## config.mk

```make
export PLATFORM = sky130hd
export DESIGN_NAME = ps2_key_ctrl_flat
export DESIGN_NICKNAME = d
export VERILOG_FILES = /design/src/rtl/ps2_pkg.sv /design/src/rtl/ps2_key_ctrl_if.sv /design/src/rtl/ps2_key_ctrl_rom.sv /design/src/rtl/ps2_key_ctrl.sv /design/src/flat_wrapper.sv
export SDC_FILE = /design/constraint.sdc
export NUM_CORES = 1
export LEC_CHECK = 0
export ABC_AREA = 0
export CAP_MARGIN = 40
export CORE_MARGIN = 1
export CORE_UTILIZATION = 49
export CTS_BUF_LIST = sky130_fd_sc_hd__clkbuf_16
export CTS_CLUSTER_DIAMETER = 50
export CTS_CLUSTER_SIZE = 40
export DETAILED_ROUTE_END_ITERATION = 10
export HOLD_SLACK_MARGIN = 0.03
export PLACE_DENSITY_LB_ADDON = 0.2
export SETUP_SLACK_MARGIN = 0.05
export SYNTH_ARGS = -nofsm -noshare
export SYNTH_HDL_FRONTEND = slang
export SYNTH_SLANG_ARGS = --single-unit
```

## constraint.sdc

```tcl
create_clock -name clk -period 2.61 [get_ports clk]
set_input_delay 0.261 -clock clk [delete_from_list [all_inputs] [get_ports clk]]
set_output_delay 0.261 -clock clk [all_outputs]
set_load 0.05 [all_outputs]
```

## src/rtl/ps2_pkg.sv

```systemverilog
// Shared definitions for the PS/2 key controller: scancode constants,
// the controller state encoding and small scancode helper functions.
package ps2_pkg;

  localparam logic [7:0] SC_BREAK  = 8'hF0;
  localparam logic [7:0] SC_EXT    = 8'hE0;
  localparam logic [7:0] SC_LSHIFT = 8'h12;
  localparam logic [7:0] SC_RSHIFT = 8'h59;

  typedef enum logic {
    S_IDLE = 1'b0,
    S_POP  = 1'b1
  } state_t;

  // True for either shift key scancode.
  function automatic logic is_shift(input logic [7:0] code);
    return (code == SC_LSHIFT) || (code == SC_RSHIFT);
  endfunction

  // Lower-case ASCII letters map to upper case; everything else passes.
  function automatic logic [7:0] to_upper(input logic [7:0] ch);
    if (ch >= 8'h61 && ch <= 8'h7a)
      return ch - 8'h20;
    return ch;
  endfunction

endpackage

```

## src/rtl/ps2_key_ctrl_if.sv

```systemverilog
// Bus between the PS/2 receiver FIFO / display path and the key controller.
// master: receiver + display side, slave: the key controller.
interface ps2_key_ctrl_if;
  logic [7:0] ps2_data;
  logic       ready;
  logic       overflow;
  logic       nextdata_n;
  logic [7:0] key_value;
  logic [7:0] ascii_value;
  logic       key_down;
  logic       new_key;
  logic [7:0] key_count;

  modport master (
    output ps2_data, ready, overflow,
    input  nextdata_n, key_value, ascii_value, key_down, new_key, key_count
  );

  modport slave (
    input  ps2_data, ready, overflow,
    output nextdata_n, key_value, ascii_value, key_down, new_key, key_count
  );
endinterface

```

## src/rtl/ps2_key_ctrl_rom.sv

```systemverilog
// Combinational scancode (set 2) to ASCII lookup. Unmapped codes give 8'h00.
module rom (
  input  logic [7:0] i_key_value,
  output logic [7:0] o_ascii
);

  // Pure lookup table; no state.
  always_comb begin
    o_ascii = 8'h00;
    case (i_key_value)
      8'h1C: o_ascii = 8'h61; 8'h32: o_ascii = 8'h62; 8'h21: o_ascii = 8'h63;
      8'h23: o_ascii = 8'h64; 8'h24: o_ascii = 8'h65; 8'h2B: o_ascii = 8'h66;
      8'h34: o_ascii = 8'h67; 8'h33: o_ascii = 8'h68; 8'h43: o_ascii = 8'h69;
      8'h3B: o_ascii = 8'h6A; 8'h42: o_ascii = 8'h6B; 8'h4B: o_ascii = 8'h6C;
      8'h3A: o_ascii = 8'h6D; 8'h31: o_ascii = 8'h6E; 8'h44: o_ascii = 8'h6F;
      8'h4D: o_ascii = 8'h70; 8'h15: o_ascii = 8'h71; 8'h2D: o_ascii = 8'h72;
      8'h1B: o_ascii = 8'h73; 8'h2C: o_ascii = 8'h74; 8'h3C: o_ascii = 8'h75;
      8'h2A: o_ascii = 8'h76; 8'h1D: o_ascii = 8'h77; 8'h22: o_ascii = 8'h78;
      8'h35: o_ascii = 8'h79; 8'h1A: o_ascii = 8'h7A;
      // Digit row: the display counts from the leftmost key as '0'.
      8'h16: o_ascii = 8'h30; 8'h1E: o_ascii = 8'h31; 8'h26: o_ascii = 8'h32;
      8'h25: o_ascii = 8'h33; 8'h2E: o_ascii = 8'h34; 8'h36: o_ascii = 8'h35;
      8'h3D: o_ascii = 8'h36; 8'h3E: o_ascii = 8'h37; 8'h46: o_ascii = 8'h38;
      8'h45: o_ascii = 8'h39;
      8'h29: o_ascii = 8'h20; 8'h5A: o_ascii = 8'h0D;
      default: o_ascii = 8'h00;
    endcase
  end

endmodule

```

## src/rtl/ps2_key_ctrl.sv

```systemverilog
// PS/2 key controller: pops bytes from the receiver FIFO, decodes
// make/break/extended/shift prefixes and presents the held key, its ASCII
// code and a press counter. Optional macro PS2_SHIFT_EN enables upper-case
// ASCII while a shift key is held.
module ps2_key_ctrl
  import ps2_pkg::*;
(
  input  logic         clk,
  input  logic         clrn,
  ps2_key_ctrl_if.slave bus
);

  state_t     r_state, w_state_next;
  logic [7:0] r_byte, w_byte_next;
  logic       r_nextdata_n, w_nextdata_n_next;
  logic       r_brk, w_brk_next;
  logic       r_ext, w_ext_next;
  logic [7:0] r_key_value, w_key_value_next;
  logic [7:0] r_ascii, w_ascii_next;
  logic       r_key_down, w_key_down_next;
  logic       r_new_key, w_new_key_next;
  logic [7:0] r_key_count, w_key_count_next;
  logic [7:0] w_rom_ascii;
  logic [7:0] w_ascii_shown;
`ifdef PS2_SHIFT_EN
  logic       r_shift, w_shift_next;
`endif

  rom u_rom (
    .i_key_value (r_byte),
    .o_ascii     (w_rom_ascii)
  );

`ifdef PS2_SHIFT_EN
  // Upper-case letters while a shift key is held at make time.
  assign w_ascii_shown = r_shift ? to_upper(w_rom_ascii) : w_rom_ascii;
`else
  assign w_ascii_shown = w_rom_ascii;
`endif

  // Next-state and decode logic for the pop/classify sequence.
  always_comb begin
    w_state_next      = r_state;
    w_byte_next       = r_byte;
    w_nextdata_n_next = 1'b1;
    w_brk_next        = r_brk;
    w_ext_next        = r_ext;
    w_key_value_next  = r_key_value;
    w_ascii_next      = r_ascii;
    w_key_down_next   = r_key_down;
    w_new_key_next    = 1'b0;
    w_key_count_next  = r_key_count;
`ifdef PS2_SHIFT_EN
    w_shift_next      = r_shift;
`endif
    case (r_state)
      S_IDLE: begin
        if (bus.overflow) begin
          // Stream lost sync: drop any half-seen prefix and the held key.
          w_brk_next      = 1'b0;
          w_ext_next      = 1'b0;
          w_key_down_next = 1'b0;
`ifdef PS2_SHIFT_EN
          w_shift_next    = 1'b0;
`endif
        end else if (bus.ready) begin
          w_byte_next       = bus.ps2_data;
          w_nextdata_n_next = 1'b0;
          w_state_next      = S_POP;
        end
      end
      S_POP: begin
        w_state_next = S_IDLE;
        if (r_byte == SC_BREAK) begin
          w_brk_next = 1'b1;
        end else if (r_byte == SC_EXT) begin
          w_ext_next = 1'b1;
        end else if (r_ext) begin
          // Extended keys are not shown; swallow make or break alike.
          w_ext_next = 1'b0;
          w_brk_next = 1'b0;
        end else if (r_brk) begin
`ifdef PS2_SHIFT_EN
          if (is_shift(r_byte))
            w_shift_next = 1'b0;
`endif
          if (r_byte == r_key_value)
            w_key_down_next = 1'b0;
          w_brk_next = 1'b0;
        end else if (is_shift(r_byte)) begin
`ifdef PS2_SHIFT_EN
          w_shift_next = 1'b1;
`endif
        end else if (!(r_byte == r_key_value && r_key_down)) begin
          // New press (typematic repeats of the held key fall through).
          w_key_value_next = r_byte;
          w_ascii_next     = w_ascii_shown;
          w_key_down_next  = 1'b1;
          w_key_count_next = r_key_count + 8'd1;
          w_new_key_next   = 1'b1;
        end
      end
      default: w_state_next = S_IDLE;
    endcase
  end

  // State register with asynchronous clear.
  always_ff @(posedge clk or negedge clrn) begin
    if (!clrn) begin
      r_state      <= S_IDLE;
      r_byte       <= 8'h00;
      r_nextdata_n <= 1'b1;
      r_brk        <= 1'b0;
      r_ext        <= 1'b0;
      r_key_value  <= 8'h00;
      r_ascii      <= 8'h00;
      r_key_down   <= 1'b0;
      r_new_key    <= 1'b0;
      r_key_count  <= 8'h00;
    end else begin
      r_state      <= w_state_next;
      r_byte       <= w_byte_next;
      r_nextdata_n <= w_nextdata_n_next;
      r_brk        <= w_brk_next;
      r_ext        <= w_ext_next;
      r_key_value  <= w_key_value_next;
      r_ascii      <= w_ascii_next;
      r_key_down   <= w_key_down_next;
      r_new_key    <= w_new_key_next;
      r_key_count  <= w_key_count_next;
    end
  end

`ifdef PS2_SHIFT_EN
  // Shift-held flag, kept apart so the default build carries no shift state.
  always_ff @(posedge clk or negedge clrn) begin
    if (!clrn)
      r_shift <= 1'b0;
    else
      r_shift <= w_shift_next;
  end
`endif

  assign bus.nextdata_n  = r_nextdata_n;
  assign bus.key_value   = r_key_value;
  assign bus.ascii_value = r_ascii;
  assign bus.key_down    = r_key_down;
  assign bus.new_key     = r_new_key;
  assign bus.key_count   = r_key_count;

endmodule

```

## src/flat_wrapper.sv

```systemverilog
// flat-port wrapper written by rule: the top's interface ports become plain ports
module ps2_key_ctrl_flat import ps2_pkg::*;
  (clk, clrn, bus_ps2_data, bus_ready, bus_overflow, bus_nextdata_n, bus_key_value, bus_ascii_value, bus_key_down, bus_new_key, bus_key_count);
  ps2_key_ctrl_if bus_i ();
  input  logic clk;
  input  logic clrn;
  input wire logic [$bits(bus_i.ps2_data)-1:0] bus_ps2_data;
  input wire logic [$bits(bus_i.ready)-1:0] bus_ready;
  input wire logic [$bits(bus_i.overflow)-1:0] bus_overflow;
  output wire logic [$bits(bus_i.nextdata_n)-1:0] bus_nextdata_n;
  output wire logic [$bits(bus_i.key_value)-1:0] bus_key_value;
  output wire logic [$bits(bus_i.ascii_value)-1:0] bus_ascii_value;
  output wire logic [$bits(bus_i.key_down)-1:0] bus_key_down;
  output wire logic [$bits(bus_i.new_key)-1:0] bus_new_key;
  output wire logic [$bits(bus_i.key_count)-1:0] bus_key_count;
  assign bus_i.ps2_data = bus_ps2_data;
  assign bus_i.ready = bus_ready;
  assign bus_i.overflow = bus_overflow;
  assign bus_nextdata_n = bus_i.nextdata_n;
  assign bus_key_value = bus_i.key_value;
  assign bus_ascii_value = bus_i.ascii_value;
  assign bus_key_down = bus_i.key_down;
  assign bus_new_key = bus_i.new_key;
  assign bus_key_count = bus_i.key_count;
  ps2_key_ctrl u_core (.clk(clk), .clrn(clrn), .bus(bus_i));
endmodule
```

==> qor.txt, run 1 <==
CP Capture Type = flop
met3 Usage GRT = 7.00%
Req. time, crit path = 2.78 ns
Vias = 2101
CP Class = flop to flop
P&R area growth vs syn = 25.1%
post-CTS setup repair buffer count = 0
Hold WC Path Type = primary input to async pin
Final WS setup = 0.127 ns
clock network fraction of total power = 23.9%
number of synthesized flops with an enable pin = 0
nets = 313
RSZ-0062 raised after global routing = false
initial antenna violation count = 0
Critical Path Most Common Cell = buf_4
Pre-Repair DR Iteration Count = 4
cell taking the most area after synthesis = dfrtp_1
NetSw = 0.00118 W
Peak VDD IR = 0.000818 V
vias per cell = 5.82
CTS max path bufs = 2
post-DP HPWL = 4200 um
post-synth top area share = 36.0%
Reg power frac = 29.4%
CP max stage cell = a2111oi_0
clk slew on worst S/H paths = 0.06 ns
Cell Chain, Critical Path = inv_1 > buf_4 > ha_1 > buf_4 > a2111oi_0 > o22ai_1 > a32o_1 > mux2_2
Setup Viol. Count Final = 0
synth unique cells = 60
Most Crowded Layer GR = met2
number of synthesized register bits = 37
first-pass GRT wire length = 9800 um
Fin. Hold Viols = 0
xor and xnor area share after synthesis = 5.25%
Least-Margin Pin Slew = 0.844 ns
setup TNS = 0 ns
pre-CTS setup slack = 0.237 ns
Slew Viols, Final = 0
CTS Hold Bufs = 0
CTS sink cnt = 37
Syn Nets = 274
mux cell area share after synthesis = 13.6%
Root Driver = clkbuf_16
largest family of logic cells by synthesized area = compound AO/OA/AOI/OAI gates
Tmin final = 2.48 ns
gr ovfl total = 0
combinational power share = 46.7%
P_leak = 1.34 nW
Post-Synthesis Cells = 254
largest net degree at the start of global routing = 38
worst-path fanout max = 8
vias in the first global route = 1992
Power Internal = 0.00169 W
sequential share of the synthesized area = 37.1%
top post-synthesis cells by area = dfrtp_1, mux2_2, ha_1
fmax = 0.403 GHz
CTS tree = yes
Power Density = 915 nW/um2
Cell Rows = 25
commonest cells after routing, fill and taps aside = clkdlybuf4s50_1, dfrtp_1, nand2_1, buf_4, o21ai_0
status = completed
DIE AREA = 5390 um2
synthesized area per cell = 9.85 um2
simple-gate share of the synthesized area = 16.1%
Die Wd = 73.4 um
Adder-Cell Fraction of Synth Area = 4.00%
port bufs = 37
sw frac = 41.1%
drc violations = 0
# Max-Cap Violations = 0
Final period util = 95.2%
drt total wl = 6000 um
CTS buffer count = 5
Worst-Skew Late Latency = 0.28 ns
CP startpoint kind = flop
Yosys warning count = 0
Worst Path Arrival = 2.65 ns
H-tree levels = 2
relative slew slack = 43.7%
fraction of layout cells with a size suffix above 1 = 18.4%
Routed WL per cell = 16.6 um
global placer's final weighted congestion = 0.904
total track usage = 24.2%
I/O pins = 39
ys async rst share = 100%
met1 Track Usage GR = 31.9%
antenna cell count = 0
Post-Syn Area = 2500 um2
Final Skew = 0.00807 ns
post-route ant nets = 0
core area = 4820 um2
delay of the slowest critical-path stage = 0.55 ns
Synth Area in Compound Gates = 17.8%
post-CTS sizing = 0
met2 GRT Util = 37.9%
Die Y-Extent = 73.4 um
Initial Utilization = 51.9%
Reg2Reg Depth = 8
Synth Flop Type = dfrtp_1
DRT iter0 DRCs = 193
==> state kept, by name, summed over array words and instances (netlist names) <==
name and flops:
u_core.bus.key_down 1, u_core.bus.new_key 1, u_core.r_byte 8, u_core.r_ext 1, u_core.bus.key_count 8, u_core.r_brk 1, u_core.bus.key_value 8, u_core.bus.nextdata_n 1
u_core.bus.ascii_value 7, u_core.r_state 1
==> power groups by stage <==
stage / Sequential (W) / Clock (W) / Combinational [W]
2_1_floorplan: 0.00118 / 0 / 0.000581
3_3_place_gp: 0.000847 / 0 / 0.00131
3_5_place_dp: 0.000848 / 0 / 0.00132
4_1_cts: 0.000844 / 0.000693 / 0.00133
5_1_grt: 0.000866 / 0.000718 / 0.00142
6_report: 0.000843 / 0.000683 / 0.00134
==> metal layers <==
layer  share of wire (%)  vias up
met5                   0        -
met4                 1.2        0
met3                 4.9        8
met2                  47       68
met1                  47     1025
li1                    -     1000
==> stage by stage <==
stage          utilization, %  instance area [um2]  hold WS (ns)  power [W]  cells
2_1_floorplan               -                 2510       -0.0346    0.00176    254
3_3_place_gp             61.5                 2960         0.391    0.00216    353
3_5_place_dp             61.5                 2960         0.414    0.00217    353
4_1_cts                  64.9                 3130         0.111    0.00287    361
5_1_grt                  64.9                 3130         0.147    0.00301    361
6_report                 64.9                 3130        0.0812    0.00286    361
==> path summary, 6_finish.rpt <==
kind / from / slack [ns] / to
setup / recovery: u_core.r_byte[1] / 0.13 / u_core.bus.ascii_value[0]
hold / removal: clrn / 0.08 / u_core.r_byte[5]
setup reg to reg: u_core.r_byte[1] / 0.13 / u_core.bus.ascii_value[0]
hold reg to reg: u_core.bus.key_count[7] / 0.46 / u_core.bus.key_count[7]
max in group asynchronous: clrn / 1.99 / u_core.r_byte[0]
min in group clk: u_core.bus.key_count[7] / 0.46 / u_core.bus.key_count[7]
==> synthesized netlist by cell type, types with 3 or more instances <==
library cell	number
nor3b_1	3
clkbuf_1	11
ha_1	8
nand4_1	4
nor3_1	8
a211oi_1	4
a21oi_1	10
xnor2_1	8
a211o_1	3
xor2_1	7
nor2b_1	5
mux2_2	12
mux2_4	6
nand3_1	6
inv_1	8
nand2b_1	8
nor2_1	6
dfrtp_1	36
mux2i_1	7
buf_1	4
a21o_1	3
o21bai_1	3
buf_2	3
nand2_1	17
o21ai_0	15
==> layout make-up <==
type / instances / area (um2)
sequential: 37 / 927
tap: 67 / 83.8
multi-input combinational: 187 / 1430
fill: 410 / 1690
clock inverter: 3 / 41.3
clock buffer: 5 / 125
inverter: 8 / 30.0
timing repair buffer: 54 / 493
==> critical path: cells and delay by family (launching register included) <==
family,cells,cell delay [ns]
compound gates,3,1.04
mux,1,0.26
flops,1,0.46
fa+ha+maj,1,0.19
buf+inv,3,0.42
==> cell families after synthesis <==
| logic type | count (synthesis) |
|---|---|
| simple gates | 72 |
| other cells | 1 |
| xor+xnor | 15 |
| compound gates | 64 |
| fa+ha+maj | 8 |
| flops | 37 |
| buf+inv | 30 |
| mux | 27 |
Power figures use the tool's default switching activity.
==> run 2: changes to the inputs <==
--- a/config.mk
+++ b/config.mk
@@ -6,7 +6,8 @@
 export NUM_CORES = 1
 export LEC_CHECK = 0
 export ABC_AREA = 0
-export CAP_MARGIN = 40
+export CAP_MARGIN = 20
+export CORE_ASPECT_RATIO = 0.7
 export CORE_MARGIN = 1
 export CORE_UTILIZATION = 49
 export CTS_BUF_LIST = sky130_fd_sc_hd__clkbuf_16
==> qor.txt, run 2 (synthesis gave the netlist of run 1 again) <==
fmax = 0.414 GHz
total track usage = 24.4%
FF-to-FF End = u_core.bus.key_value[0]
vias in the first global route = 1890
pre-CTS setup slack = 0.214 ns
Power Density = 892 nW/um2
drc violations = 0
worst-path fanout max = 18
status = completed
Vias = 2067
Die Y-Extent = 61.8 um
finished layout cell area = 3080 um2
Die Wd = 87.4 um
CTS Hold Bufs = 0
Tmin final = 2.42 ns
Area after DPL = 2940 um2
final non-filler cell total = 358
Setup Viol. Count Final = 0
Least-Margin Pin Slew = 0.822 ns
CP Capture Type = flop
Buf/Inv on CP = 2
Req. time, crit path = 2.77 ns
CP max stage cell = a2111o_1
Cell Chain, Critical Path = inv_1 > ha_1 > or3b_1 > a2111o_1 > nor3b_2 > buf_12 > mux2_4
post-CTS setup repair buffer count = 0
P_leak = 1.31 nW
post-CTS sizing = 0
Root Driver = clkbuf_16
CTS max path bufs = 2
H-tree levels = 2
# Max-Cap Violations = 0
clk slew on worst S/H paths = 0.06 ns
drt total wl = 5990 um
commonest cells after routing, fill and taps aside = clkdlybuf4s50_1, dfrtp_1, nand2_1, o21ai_0, mux2_2
nets = 308
Fin. Hold Viols = 0
Worst Path Arrival = 2.58 ns
largest net degree at the start of global routing = 38
antenna cell count = 0
Initial Utilization = 51.7%
port bufs = 37
Final Skew = 0.00602 ns
post-DP HPWL = 4320 um
gr ovfl total = 0
Hold WC Path Type = primary input to async pin
first-pass GRT wire length = 9750 um
post-route ant nets = 0
CP startpoint kind = flop
Reg2Reg Depth = 7
global placer's final weighted congestion = 0.923
CTS tree = yes
Final WS setup = 0.192 ns
Pre-Repair DR Iteration Count = 5
Worst-Skew Late Latency = 0.28 ns
I/O pins = 39
Finished Core Util = 63.7%
initial antenna violation count = 0
Slew Viols, Final = 0
Peak VDD IR = 0.000588 V
vias per cell = 5.77
Routed WL per cell = 16.7 um
P&R area growth vs syn = 23.1%
relative slew slack = 45.2%
RSZ-0062 raised after global routing = false
Final period util = 92.7%
fraction of layout cells with a size suffix above 1 = 17.0%
Cell Rows = 21
reg2reg setup slack = 0.19 ns
DIE AREA = 5400 um2
RR Startpoint = u_core.r_byte[0]
CP Class = flop to flop
setup TNS = 0 ns
delay of the slowest critical-path stage = 0.52 ns
core area = 4830 um2
DRT iter0 DRCs = 248
CP delay by family, top = simple AND/OR/NAND/NOR gates
Inst Count DP = 350
CTS sink cnt = 37
CTS buffer count = 5
==> run 2: cell count changes in the layout (fill, tap and decap cells not counted) <==
| cell | delta |
|---|---|
| clkinvlp_4 | -1 |
| clkinv_2 | +2 |
| clkinv_1 | -1 |
| inv_1 | +1 |
| buf_12 | +1 |
| buf_4 | -6 |
| bufinv_16 | -1 |
==> run 2: how the worst max path moves through the flow <==
stage                           startpoint                 endpoint  slack (ns)  cells after the start
after global routing      u_core.r_byte[1]  u_core.bus.key_value[5]        0.09                      8
final                     u_core.r_byte[0]  u_core.bus.key_value[0]        0.19                      7
after CTS                 u_core.r_byte[0]  u_core.bus.key_value[0]        0.19                      7
after floorplan           u_core.r_byte[1]  u_core.bus.key_count[1]        0.06                     11
after global placement    u_core.r_byte[0]  u_core.bus.key_count[1]        0.30                      7
after detailed placement  u_core.r_byte[0]  u_core.bus.key_count[1]        0.21                      7
==> run 2: layer usage <==
metal  vias up  wire length (um)  track usage, %
met5         -                 0               0
met4         0               110            9.13
met3        13               378            6.21
met2        97              2470            33.5
met1       967              3030            36.8
li1        990                 -               -
==> run 2: layout make-up <==
| class | instances | area [um2] |
|---|---|---|
| multi-input combinational | 187 | 1430 |
| clock buffer | 5 | 125 |
| inverter | 8 | 30.0 |
| tap | 69 | 86.3 |
| fill | 394 | 1760 |
| sequential | 37 | 927 |
| clock inverter | 3 | 13.8 |
| timing repair buffer | 49 | 468 |
==> run 2: where the power goes <==
part           switching [W]  internal (W)
logic               0.000793      0.000530
registers           0.000156      0.000701
clock network       0.000219      0.000346
total                0.00117       0.00158
==> run 2: metrics by stage <==
| step | total power (W) | hold WS [ns] |
|---|---|---|
| finish | 0.00274 | 0.0825 |
| global route | 0.00290 | 0.157 |
| CTS | 0.00275 | 0.115 |
| detailed placement | 0.00218 | 0.401 |
| global placement | 0.00216 | 0.400 |
| floorplan | 0.00176 | -0.0346 |
==> run 3: changes to the inputs <==
--- a/config.mk
+++ b/config.mk
@@ -6,7 +6,7 @@
 export NUM_CORES = 1
 export LEC_CHECK = 0
 export ABC_AREA = 0
-export CAP_MARGIN = 20
+export CAP_MARGIN = 15
 export CORE_ASPECT_RATIO = 0.7
 export CORE_MARGIN = 1
 export CORE_UTILIZATION = 49
==> results of run 3 <==
The final DEF is identical to that of run 2; final timing and power are the same.
